## config.mk

```make
export PLATFORM = sky130hd
export DESIGN_NAME = keypad_entry_ctrl
export DESIGN_NICKNAME = d
export VERILOG_FILES = /design/src/rtl/keypad_pkg.sv /design/src/rtl/key_debounce.sv /design/src/rtl/keypad_entry_ctrl.sv
export SDC_FILE = /design/constraint.sdc
export NUM_CORES = 1
export LEC_CHECK = 0
export BUFFER_PORTS_ARGS = -buffer_cell sky130_fd_sc_hd__buf_2
export CAP_MARGIN = 20
export CORE_MARGIN = 3
export CORE_UTILIZATION = 40
export DETAILED_ROUTE_END_ITERATION = 7
export SYNTH_ARGS = -nofsm -noshare
export SYNTH_HDL_FRONTEND = slang
export SYNTH_SLANG_ARGS = --single-unit
```

## constraint.sdc

```tcl
create_clock -name clk -period 4.25 [get_ports clk]
set_input_delay 0.85 -clock clk [delete_from_list [all_inputs] [get_ports clk]]
set_output_delay 0.85 -clock clk [all_outputs]
set_load 0.005 [all_outputs]
```

## src/rtl/keypad_pkg.sv

```systemverilog
// Shared types and key-vector helpers for the keypad entry controller.
// Key codes: digits 0-9 use their bit index, '*' and '#' follow.
package keypad_pkg;

  typedef enum logic [1:0] {IDLE, DEBOUNCE, ACT, HELD} state_e;

  localparam logic [3:0] KEY_AST  = 4'd10;
  localparam logic [3:0] KEY_HASH = 4'd11;

  function automatic logic onehot_valid(input logic [11:0] kv);
    return (kv != 12'd0) && ((kv & (kv - 12'd1)) == 12'd0);
  endfunction

  function automatic logic [3:0] encode_key(input logic [11:0] kv);
    logic [3:0] code;
    code = 4'd0;
    for (int i = 0; i < 12; i++) begin
      if (kv[i]) code = 4'(i);
    end
    return code;
  endfunction

endpackage

```

## src/rtl/key_debounce.sv

```systemverilog
// Validates the 12-bit key vector, debounces press and release, and emits one
// strobe per accepted press (combinational in the ACT state, gated by en).
module key_debounce
  import keypad_pkg::*;
#(
  parameter int DEBOUNCE_TICKS = 4
) (
  input  logic        clk,
  input  logic        rst,
  input  logic        en,
  input  logic [11:0] kv_i,
  output logic        key_strobe,
  output logic [3:0]  key_code,
  output logic        quiet_o
);

  localparam int CW = $clog2(DEBOUNCE_TICKS) + 1;
  localparam logic [CW-1:0] CNT_LAST = CW'(DEBOUNCE_TICKS - 1);

  state_e        state_q, state_d;
  logic [11:0]   kv_q, kv_d;
  logic [CW-1:0] cnt_q, cnt_d;

  always_ff @(posedge clk or posedge rst) begin
    if (rst) begin
      state_q <= IDLE;
      kv_q    <= '0;
      cnt_q   <= '0;
    end else if (en) begin
      state_q <= state_d;
      kv_q    <= kv_d;
      cnt_q   <= cnt_d;
    end
  end

  // The same counter measures press stability and then release stability.
  always_comb begin
    state_d = state_q;
    kv_d    = kv_q;
    cnt_d   = cnt_q;
    case (state_q)
      IDLE: begin
        if (onehot_valid(kv_i)) begin
          kv_d    = kv_i;
          cnt_d   = '0;
          state_d = DEBOUNCE;
        end
      end
      DEBOUNCE: begin
        if (kv_i != kv_q)          state_d = IDLE;
        else if (cnt_q == CNT_LAST) state_d = ACT;
        else                        cnt_d   = cnt_q + 1'b1;
      end
      ACT: begin
        cnt_d   = '0;
        state_d = HELD;
      end
      HELD: begin
        if (kv_i != 12'd0)          cnt_d   = '0;
        else if (cnt_q == CNT_LAST) state_d = IDLE;
        else                        cnt_d   = cnt_q + 1'b1;
      end
      default: state_d = IDLE;
    endcase
  end

  assign key_strobe = en && (state_q == ACT);
  assign key_code   = encode_key(kv_q);
  assign quiet_o    = (state_q == IDLE) || (state_q == HELD);

endmodule

```

## src/rtl/keypad_entry_ctrl.sv

```systemverilog
// Keypad-to-display controller: 4-digit hex entry buffer, backspace, commit,
// inactivity timeout and cursor blink; display outputs lag state by one clk.
module keypad_entry_ctrl
  import keypad_pkg::*;
#(
  parameter int DEBOUNCE_TICKS = 4,
  parameter int BLINK_TICKS    = 64,
  parameter int TIMEOUT_TICKS  = 4096
) (
  input  logic        clk,
  input  logic        rst,
  input  logic        en,
  input  logic [9:0]  numbers,
  input  logic        asterisk,
  input  logic        hash,
  output logic [15:0] hexx,
  output logic [3:0]  mask,
  output logic [3:0]  points,
  output logic [15:0] value,
  output logic        value_valid,
  output logic        editing
);

  localparam int BW = $clog2(BLINK_TICKS) + 1;
  localparam int TW = $clog2(TIMEOUT_TICKS) + 1;
  localparam logic [BW-1:0] BLINK_LAST = BW'(BLINK_TICKS - 1);
  localparam logic [TW-1:0] TMO_LAST   = TW'(TIMEOUT_TICKS - 1);

  logic       key_strobe, quiet;
  logic [3:0] key_code;

  key_debounce #(.DEBOUNCE_TICKS(DEBOUNCE_TICKS)) u_debounce (
    .clk        (clk),
    .rst        (rst),
    .en         (en),
    .kv_i       ({hash, asterisk, numbers}),
    .key_strobe (key_strobe),
    .key_code   (key_code),
    .quiet_o    (quiet)
  );

  logic [15:0]   buf_q, buf_d, value_q, value_d, hexx_q, hexx_d;
  logic [2:0]    cnt_q, cnt_d;
  logic [TW-1:0] tmo_q, tmo_d;
  logic [BW-1:0] blink_q, blink_d;
  logic [3:0]    mask_q, mask_d, points_q, points_d;
  logic          pt_q, pt_d, vv_q, vv_d, editing_q, editing_d;

  always_ff @(posedge clk or posedge rst) begin
    if (rst) begin
      buf_q     <= '0;
      cnt_q     <= '0;
      value_q   <= '0;
      vv_q      <= 1'b0;
      tmo_q     <= '0;
      blink_q   <= '0;
      pt_q      <= 1'b1;
      hexx_q    <= '0;
      mask_q    <= '0;
      points_q  <= '0;
      editing_q <= 1'b0;
    end else begin
      buf_q     <= buf_d;
      cnt_q     <= cnt_d;
      value_q   <= value_d;
      vv_q      <= vv_d;
      tmo_q     <= tmo_d;
      blink_q   <= blink_d;
      pt_q      <= pt_d;
      hexx_q    <= hexx_d;
      mask_q    <= mask_d;
      points_q  <= points_d;
      editing_q <= editing_d;
    end
  end

  // A key action on the same tick as the timeout takes priority over it.
  always_comb begin
    buf_d   = buf_q;
    cnt_d   = cnt_q;
    value_d = value_q;
    vv_d    = 1'b0;
    tmo_d   = tmo_q;
    if (key_strobe) begin
      tmo_d = '0;
      if (key_code < 4'd10) begin
        if (cnt_q != 3'd4) begin
          buf_d = {buf_q[11:0], key_code};
          cnt_d = cnt_q + 3'd1;
        end
      end else if (cnt_q != 3'd0) begin
        if (key_code == KEY_AST) begin
          buf_d = buf_q >> 4;
          cnt_d = cnt_q - 3'd1;
        end else if (key_code == KEY_HASH) begin
          value_d = buf_q;
          vv_d    = 1'b1;
          buf_d   = '0;
          cnt_d   = '0;
        end
      end
    end else if (en && (TIMEOUT_TICKS != 0) && (cnt_q != 3'd0) && quiet) begin
      if (tmo_q == TMO_LAST) begin
        buf_d = '0;
        cnt_d = '0;
        tmo_d = '0;
      end else begin
        tmo_d = tmo_q + 1'b1;
      end
    end
  end

  always_comb begin
    blink_d = blink_q;
    pt_d    = pt_q;
    if (cnt_q == 3'd0) begin
      blink_d = '0;
      pt_d    = 1'b1;
    end else if (en) begin
      if (blink_q == BLINK_LAST) begin
        blink_d = '0;
        pt_d    = ~pt_q;
      end else begin
        blink_d = blink_q + 1'b1;
      end
    end
  end

  always_comb begin
    editing_d = (cnt_q != 3'd0);
    hexx_d    = editing_d ? buf_q : value_q;
    points_d  = editing_d ? {3'b000, pt_q} : 4'b0000;
    mask_d    = 4'b0000;
    for (int i = 0; i < 4; i++) begin
      mask_d[i] = editing_d && (3'(i) >= cnt_q);
    end
  end

  assign hexx        = hexx_q;
  assign mask        = mask_q;
  assign points      = points_q;
  assign value       = value_q;
  assign value_valid = vv_q;
  assign editing     = editing_q;

endmodule

```

==> summary.md <==
| Metric | Value |
|---|---|
| Most frequent cells after synthesis | 95 x dfrtp_1, 86 x nand2_1, 37 x o21ai_0 |
| Placed cells | 632 |
| Metal3 WL | 449 um |
| Combinational share of power | 12.4% |
| # port buffers | 53 |
| Cts repair resizes | 0 |
| Sink Count | 96 |
| Primary FF master, synth | dfrtp_1 |
| Reg-to-reg setup timing slack | 1.18 ns |
| Avg WL per Cell | 14.7 um |
| Initial antenna violation count | 0 |
| Max-slew violation count | 0 |
| Die Area | 12,900 um^2 |
| Final ANT Viol Nets | 0 |
| Peak Freq | 325 MHz |
| Yosys top cell area share | 51.5% |
| GR Util All Layers | 15.9% |
| Met2 routed WL | 4.38 mm |
| CP endpoint kind | flop |
| Rows | 38 |
| Synth area leaders | dfrtp_1 52%, nand2_1 7.0%, mux2_2 4.9% |
| Cts hold-fix bufs | 0 |
| Power per cell area | 367 nW/um^2 |
| Internal | 1.43 mW |
| Filler instances | 1,029 |
| # Post-CTS Setup Buffers | 0 |
| Synth area leader | dfrtp_1 |
| DP Wirelength | 6.80 mm |
| H-tree Lvls | 3 |
| Worst EP arrival | 3.29 ns |
| Reg-to-reg endpoint | buf_q[2] |
| CTS tree | built |
| Core box area | 11,000 um^2 |
| Vias in the first global route | 3,399 |
| Worst hold slack | 0.412 ns |
| Root buffer cell | clkbuf_16 |
| Maximum vdd drop | 0.204 mV |
| Pin count of the biggest net entering global routing | 55 |
| Ys async rst share | 100% |
| Warnings, synthesis | 0 |
| R2R depth | 6 |
| Max Fanout on Critical Path | 24 |
| Post-Synthesis Cells | 451 |
| Initial core utilization | 41.8% |
| Clock share of power | 37.4% |
| M1 WL | 4.49 mm |
| Worst-path clk slew | 0.06 ns |
| Area delta synth->final | 14.8% |
| Syn Area/Cell | 10.2 um^2 |
| DR pass1 iterations | 4 |
| DR iter-0 viols | 219 |
| Fin. Hold Viols | 0 |
| Pleak | 2.63 nW |
| Die Ht | 113 um |
| RSZ-0062 raised after global routing | false |
| Layout cells sized above 1 | 20.6% |
| Overflow after GRT | 0 |
| Number of synthesized flops with an enable pin | 0 |
| Sequential Power Share | 50.2% |
| Die width | 113 um |
| Mapped cell area | 4610 um^2 |
| Via density | 5.29 |
| TritonCTS buffer count | 9 |
| Slew headroom | 42.1% |
| Final WL | 9.52 mm |
| Setup-failing EPs final | 0 |
| Setup TNS | 0 ns |
| Final non-filler cell total | 649 |
| Clock latency on the worst-skew pair | 0.34 ns |
| DRC | 0 |
| Highest metal used | met4 |
| Yosys reg bits | 96 |
| CP Class | flop to flop |
| # nets final | 531 |
| Switching power | 514 uW |
| Sequential fraction of the synthesis area | 52.1% |
| Most frequent cell after synthesis | dfrtp_1 |
| IO Count | 57 |
| Vias | 3,434 |
| CP required | 4.47 ns |
| Hold WC Path Type | primary input to async pin |
| Period utilization | 72.3% |
| Max-cap violations | 0 |
| First-pass GRT wire length | 16.4 mm |
| Maximum clock path buffer count | 2 |
| Setup Skew | 0.00542 ns |
| Worst r2r src | tmo_q[0] |
| CP startpoint kind | flop |
| Min Tclk post-route | 3.07 ns |
| Gpl congestion | 0.858 |
| Switching Fraction | 26.5% |
| Diode count | 0 |
| Status | complete, no violations |
| Worst-Margin Slew | 0.865 ns |
| Yosys cell types | 64 |
## cells by family (layout without fill, tap and decap cells)
| logic type | after synthesis | after routing | share of synthesized area [%] |
|---|---|---|---|
| xor+xnor | 21 | 21 | 3.99 |
| flops | 96 | 96 | 52.1 |
| fa+ha+maj | 13 | 13 | 3.47 |
| simple gates | 165 | 165 | 16.4 |
| mux | 39 | 39 | 9.17 |
| compound gates | 80 | 80 | 11.4 |
| buf+inv | 36 | 92 | 3.36 |
| other cells | 1 | 3 | 0.0813 |
## registers in the layout, indices dropped and copies added, names as in the netlist, 3 cells and up, named ones only
name	count
blink_q	7
buf_q	16
cnt_q	3
hexx	16
mask	4
tmo_q	13
u_debounce.cnt_q	3
u_debounce.kv_q	12
value	16
## worst max-delay path, cell delays in order, from the launching register on
cell and delay (ns):
dfrtp_1 0.38, ha_1 0.19, and3_1 0.25, nand4_1 0.19, o31ai_2 0.64, nand3b_1 0.77, o41ai_1 0.54
## layout by cell type, fill, tap and decap left out, drive strengths merged, types with 2 or more instances in the layout
cell    count
or2         2
and3        5
conb        3
xor2       17
buf        60
dfrtp      95
mux2i      13
or4         2
ha         12
inv        14
mux2       26
o31ai       7
o21a        2
a41oi       2
nand2      86
nor2       29
nor4        7
o21ai      38
clkbuf     12
nor2b       4
clkinv      6
a22o        2
nand4       4
nor3       10
and2        3
nand3       5
xnor2       4
nand2b      2
o41ai       3
a21oi      10
## how the worst max path moves through the flow
| stage | slack, ns | endpoint | start |
|---|---|---|---|
| 6_report | 1.18 | buf_q[2] | tmo_q[0] |
| 5_1_grt | 0.81 | buf_q[2] | tmo_q[0] |
| 4_1_cts | 1.13 | buf_q[2] | tmo_q[0] |
| 3_5_place_dp | 0.95 | u_debounce.kv_q[10] | numbers[3] |
| 3_3_place_gp | 1.0 | u_debounce.kv_q[10] | numbers[3] |
| 2_1_floorplan | 0.90 | async pin | rst |
## power groups by stage
| stage | sequential, mW | combinational, mW | clock [mW] |
|---|---|---|---|
| 6_report | 0.974 | 0.241 | 0.726 |
| 4_1_cts | 0.974 | 0.246 | 0.748 |
| 3_5_place_dp | 0.991 | 0.245 | 0 |
| 2_1_floorplan | 0.990 | 0.146 | 0 |
| 3_3_place_gp | 0.990 | 0.242 | 0 |
| 5_1_grt | 0.980 | 0.278 | 0.786 |
## metal layers
metal,vias up,GRT usage (%)
li1,1660,-
met1,1682,21.3
met2,77,24.7
met3,15,2.97
met4,0,7.85
met5,-,0
## through the flow
step	cell area (um^2)	setup slack (ns)	total power, mW	util [%]
5_1_grt	5300	0.815	2.04	48.0
2_1_floorplan	4620	0.896	1.14	-
4_1_cts	5280	1.13	1.97	47.8
3_5_place_dp	5010	0.946	1.24	45.5
3_3_place_gp	5010	0.996	1.23	45.5
6_report	5300	1.18	1.94	48.0
## area by class of cell
type | count | area (um^2) | share of cell area, %
Clock inverter | 4 | 23.8 | 0.449
Timing Repair Buffer | 60 | 330 | 6.24
Multi-Input combinational cell | 321 | 2060 | 39.0
Sequential cell | 96 | 2400 | 45.4
Inverter | 16 | 61.3 | 1.16
Clock buffer | 12 | 236 | 4.47
Tap cell | 140 | 175 | 3.31
(Power assumes the default switching activity.)
